File: src/rtl/alu_pkg.sv
// alu_pkg
// Shared types and default widths for the ALU datapath blocks.
//   state_t : sequencing states of the multiply-accumulate consumer
//   OP_MUL  : ALU opcode of the 3x3 multiplier that feeds the accumulator
//   MUL_W   : width of a multiplier product (3x3 -> 6 bits)
//   ACC_W   : default accumulator width (8 x 49 = 392 fits in 9 bits)
package alu_pkg;

  typedef enum logic [1:0] {
    ST_IDLE  = 2'd0,
    ST_ACCUM = 2'd1,
    ST_DONE  = 2'd2
  } state_t;

  localparam logic [1:0] OP_MUL = 2'b11;
  localparam int         MUL_W  = 6;
  localparam int         ACC_W  = 9;

endpackage

File: src/rtl/alu_sat_add.sv
// alu_sat_add
// Unsigned saturating adder, purely combinational.
//   a, b : W-bit unsigned operands
//   sum  : a + b, clamped to 2^W-1 when the true sum does not fit
//   sat  : high when clamping happened (carry out of the W-bit add)
module alu_sat_add #(
  parameter int W = 9
) (
  input  logic [W-1:0] a,
  input  logic [W-1:0] b,
  output logic [W-1:0] sum,
  output logic         sat
);

  logic [W:0] w_full;

  // One extra bit so the carry-out can flag saturation.
  assign w_full = {1'b0, a} + {1'b0, b};
  assign sat    = w_full[W];
  assign sum    = w_full[W] ? {W{1'b1}} : w_full[W-1:0];

endmodule

File: src/rtl/alu_mac_accum.sv
// alu_mac_accum
// Sums a programmed number of consecutive multiplier products into a
// saturating accumulator and presents the total on a valid/ready port.
//   clk, rst        : rising-edge clock, async active-high reset
//   clr             : synchronous abort back to IDLE, highest priority
//   start, len      : begin a run of len terms (len==0 means 2^CNT_W)
//   din_valid/din   : product stream in; din_ready high only in ACCUM
//   dout_valid/dout : result port, held in DONE until dout_ready
//   dout_ovf        : saturation occurred during this run
//   busy            : high in ACCUM or DONE
//
//   state    | meaning
//   ---------+---------------------------------------------------
//   ST_IDLE  | waiting for start, din not accepted
//   ST_ACCUM | accepting products, counting terms
//   ST_DONE  | result presented; dout_ready+start hands off to ACCUM
module alu_mac_accum #(
  parameter int DIN_W = alu_pkg::MUL_W,
  parameter int ACC_W = alu_pkg::ACC_W,
  parameter int CNT_W = 3
) (
  input  logic             clk,
  input  logic             rst,
  input  logic             clr,
  input  logic             start,
  input  logic [CNT_W-1:0] len,
  input  logic             din_valid,
  input  logic [DIN_W-1:0] din,
  output logic             din_ready,
  output logic             dout_valid,
  output logic [ACC_W-1:0] dout,
  output logic             dout_ovf,
  input  logic             dout_ready,
  output logic             busy
);

  import alu_pkg::*;

  localparam logic [CNT_W:0] FULL_TERMS = {1'b1, {CNT_W{1'b0}}};
  localparam logic [CNT_W:0] CNT_ONE    = {{CNT_W{1'b0}}, 1'b1};

  state_t           r_state;
  logic [ACC_W-1:0] r_acc;
  logic [CNT_W:0]   r_cnt;
  logic [CNT_W:0]   r_terms;
  logic             r_ovf;

  logic [ACC_W-1:0] w_din_ext;
  logic [ACC_W-1:0] w_sum;
  logic             w_sat;
  logic             w_last;
  logic [CNT_W:0]   w_len_terms;

  assign w_din_ext   = ACC_W'(din);
  assign w_len_terms = (len == '0) ? FULL_TERMS : {1'b0, len};
  assign w_last      = (r_cnt == (r_terms - CNT_ONE));

  alu_sat_add #(.W(ACC_W)) u_add (
    .a   (r_acc),
    .b   (w_din_ext),
    .sum (w_sum),
    .sat (w_sat)
  );

  always_ff @(posedge clk or posedge rst) begin
    if (rst) begin
      r_state <= ST_IDLE;
      r_acc   <= '0;
      r_cnt   <= '0;
      r_terms <= '0;
      r_ovf   <= 1'b0;
    end else if (clr) begin
      r_state <= ST_IDLE;
      r_acc   <= '0;
      r_cnt   <= '0;
      r_ovf   <= 1'b0;
    end else begin
      case (r_state)
        ST_IDLE: begin
          if (start) begin
            r_terms <= w_len_terms;
            r_acc   <= '0;
            r_cnt   <= '0;
            r_ovf   <= 1'b0;
            r_state <= ST_ACCUM;
          end
        end
        ST_ACCUM: begin
          if (din_valid) begin
            r_acc <= w_sum;
            r_ovf <= r_ovf | w_sat;
            r_cnt <= r_cnt + CNT_ONE;
            if (w_last) r_state <= ST_DONE;
          end
        end
        ST_DONE: begin
          if (dout_ready) begin
            if (start) begin
              // Zero-bubble handoff straight into the next run.
              r_terms <= w_len_terms;
              r_acc   <= '0;
              r_cnt   <= '0;
              r_ovf   <= 1'b0;
              r_state <= ST_ACCUM;
            end else begin
              r_state <= ST_IDLE;
            end
          end
        end
        default: r_state <= ST_IDLE;
      endcase
    end
  end

  // Outputs come only from registered state, never from inputs.
  assign din_ready  = (r_state == ST_ACCUM);
  assign dout_valid = (r_state == ST_DONE);
  assign dout       = (r_state == ST_DONE) ? r_acc : '0;
  assign dout_ovf   = (r_state == ST_DONE) & r_ovf;
  assign busy       = (r_state != ST_IDLE);

endmodule

File: config.mk
export PLATFORM = sky130hd
export DESIGN_NAME = alu_mac_accum
export DESIGN_NICKNAME = d
export VERILOG_FILES = /design/src/rtl/alu_pkg.sv /design/src/rtl/alu_sat_add.sv /design/src/rtl/alu_mac_accum.sv
export SDC_FILE = /design/constraint.sdc
export NUM_CORES = 1
export LEC_CHECK = 0
export CORE_MARGIN = 2
export CORE_UTILIZATION = 60
export CTS_CLUSTER_SIZE = 8
export DETAILED_ROUTE_END_ITERATION = 6
export DONT_BUFFER_PORTS = 1
export PLACE_DENSITY = 0.76
export SYNTH_ARGS = -nofsm -noshare
export SYNTH_HDL_FRONTEND = slang
export SYNTH_SLANG_ARGS = --single-unit
export TNS_END_PERCENT = 50
File: constraint.sdc
create_clock -name clk -period 2.7 [get_ports clk]
set_clock_uncertainty 0.1 [all_clocks]
set_input_delay 0.27 -clock clk [delete_from_list [all_inputs] [get_ports clk]]
set_output_delay 0.27 -clock clk [all_outputs]
set_load 0.02 [all_outputs]
==> reports/qor.txt <==
Clock Sink Count: 20
final worst path period share: 78.0%
Syn Inst Count: 149
worst-margin pin slew: 785 ps
Avg Vias per Cell: 6.01
CTS Buf Count: 3
worst-path fanout max: 3
register area share after synthesis: 36.9%
antenna cells: 0
TritonCTS clock tree: done
slowest CP cell: fa_1
DRC: 0
power per cell area: 469 nW/µm²
Worst-path clk slew: 110 ps
layout cells sized above 1: 9.09%
Die X: 51.6 µm
Worst Hold Class: input port to flop
IO buf count: 0
Crit Path Class: flop to flop
CORE AREA: 2170 µm²
relative slew slack: 47.6%
crit path cell chain: ha_1 -> inv_1 -> fa_1 -> nand2b_1 -> a21oi_1 -> o31a_1 -> a41oi_1 -> o22a_1
worst r2r path cells: 8
full die area: 2660 µm²
startpoint types: flop
Placement Cell Area: 1380 µm²
Worst Path Arrival: 2220 ps
setup TNS: 0 ps
P_leak: 0.000673 µW
Synth warnings: 0
non-filler instance count after layout: 182
post-synth top area cell: dfrtp_1
Max rail drop VDD: 0.421 mV
max cap viols: 0
multi-input logic area: 793 µm²
Cells after DPL: 175
vias in the first global route: 1075
clk_lat worst skew: 310 ps
Max Freq: 475 MHz
DRT antenna net count: 0
Crit path buffers/inverters: 1
Setup Buffers After CTS: 0
clk buf depth: 2
Post-synth top flop: dfrtp_1
final wirelength: 2680 µm
top-count cell post-synth: dfrtp_1
Layout fillers: 196
top post-synthesis cells by count: dfrtp_1 (20), nand2_1 (15), and2_1 (12), inv_1 (12), o21ai_0 (12)
met1 wire length: 1100 µm
fin area: 1440 µm²
Total GRT Usage: 23.7%
Syn Std Cell Area: 1360 µm²
Synth area leaders: dfrtp_1 (37%), ha_1 (7.4%), and2_1 (5.5%), o21ai_0 (4.4%), nand2_1 (4.1%)
Top delay family on crit path: compound AO/OA/AOI/OAI gates
largest net degree at the start of global routing: 21
WL met2: 1430 µm
Synthesized Nets: 173
Die H: 51.6 µm
wire length per cell: 14.7 µm
unrepaired setup endpoints after global routing: false
CP Depth: 8
Slew Limit Fails: 0
crit end category: flop
total design power: 677 µW
Final nets: 180
metal3 WL: 100 µm
Ports: 28
final hold vios: 0
Post-synth EDFFs: 0
outcome: completed
Setup Viol. Count Final: 0
first-pass GRT wire length: 4660 µm
Seq cells post-synth: 20
syn avg cell area: 9.11 µm²
final core utilization: 66.6%
Layout area overhead: 6.36%
num rows: 17
Yosys cell types: 40
GP Congestion: 0.799
initial antenna violation count: 0
DR iter-0 viols: 19
Worst path max stage delay: 390 ps
CTS H-tree depth: 1
DP HPWL: 2070 µm
DR vias: 1093
Overflow after GRT: 0
Tmin final: 2110 ps
Highest Signal Layer: met4
Synth top area share: 36.9%
asr flop ratio synth: 100%
CP Data Required Time: 2810 ps
Hold Path Depth: 1
Initial Util: 62.6%
DRT Pass-1 Iters: 4
CTS root buf: clkbuf_4
FF+latch area: 500 µm²
## worst paths after layout
path	startpoint	to	slack, ps
setup / recovery	r_acc[0]	r_acc[8]	590
hold / removal	len[2]	r_terms[2]	6
setup reg to reg	r_acc[0]	r_acc[8]	590
hold reg to reg	r_acc[3]	r_acc[3]	400
max in group asynchronous	rst	r_cnt[2]	1580
min in group asynchronous	rst	r_cnt[0]	430
## cell type report
cell class | count | share of cell area (%)
Clock buffer | 3 | 1.56
Inverter | 12 | 3.12
Tap cell | 28 | 2.43
Sequential cell | 20 | 34.7
Multi-Input combinational cell | 114 | 54.9
Timing Repair Buffer | 5 | 3.29
## state kept, by name, indices dropped and copies added, names as in the netlist
signal   count
r_acc        9
r_ovf        1
r_terms      4
r_state      2
r_cnt        4
## stage by stage
stage          setup WS [ps]  hold slack, ps
3_3_place_gp             694             238
2_1_floorplan            762             134
4_1_cts                  591            4.08
5_1_grt                  457           0.230
3_5_place_dp             602             239
6_report                 594            6.33
## cells in the final DEF, fill, tap and decap left out, types with 2 or more instances in the layout
| cell type | n |
|---|---|
| mux2_2 | 3 |
| o22ai_1 | 2 |
| nor2b_1 | 3 |
| dlygate4sd3_1 | 4 |
| nand2_1 | 15 |
| nand3_1 | 3 |
| xnor2_1 | 4 |
| a21oi_1 | 7 |
| nand2b_1 | 4 |
| inv_1 | 12 |
| dfrtp_1 | 20 |
| o21ai_0 | 12 |
| a211oi_2 | 2 |
| and3_1 | 2 |
| clkbuf_4 | 3 |
| nor2_1 | 8 |
| ha_1 | 8 |
| o31ai_1 | 2 |
| or2_2 | 2 |
| nor3_1 | 4 |
| and2_1 | 12 |
| xor2_1 | 3 |
## repair_timing
action	CTS	global route
gates resized for setup	0	0
hold endpoints to repair	21	1
hold buffers	3	1
## logic make-up (layout without fill, tap and decap cells)
group / Yosys count / count (layout) / share of synthesized area (%)
DFF: 20 / 20 / 36.9
AOI/OAI and AO/OA: 36 / 36 / 19.2
and+or+nand+nor: 59 / 59 / 23.4
adders and majority gates: 9 / 9 / 8.85
buffers and inverters: 15 / 20 / 4.70
muxes: 3 / 3 / 2.49
xor gates and xnor gates: 7 / 7 / 4.52
## metal layers
| metal | track usage (%) | vias up |
|---|---|---|
| met4 | 10.5 | 0 |
| li1 | - | 535 |
| met3 | 3.45 | 5 |
| met5 | 0 | - |
| met1 | 27.8 | 527 |
| met2 | 42.7 | 26 |
## worst register-to-register path, delay by kind of cell (launching register included)
family / cells / cell delay, ps
adder cells (fa/ha/maj): 2 / 580
AO/OA/AOI/OAI: 4 / 720
buffers and inverters: 1 / 60
flip-flops: 1 / 380
AND/OR/NAND/NOR: 1 / 180
## report_power, final
group          internal [µW]  switching [µW]  total, µW
registers                323            23.4        346
clock network           52.2            91.9        144
logic                   85.7             100        186
total                    461             216        677
No activity file was read; power rests on OpenSTA's default activity.
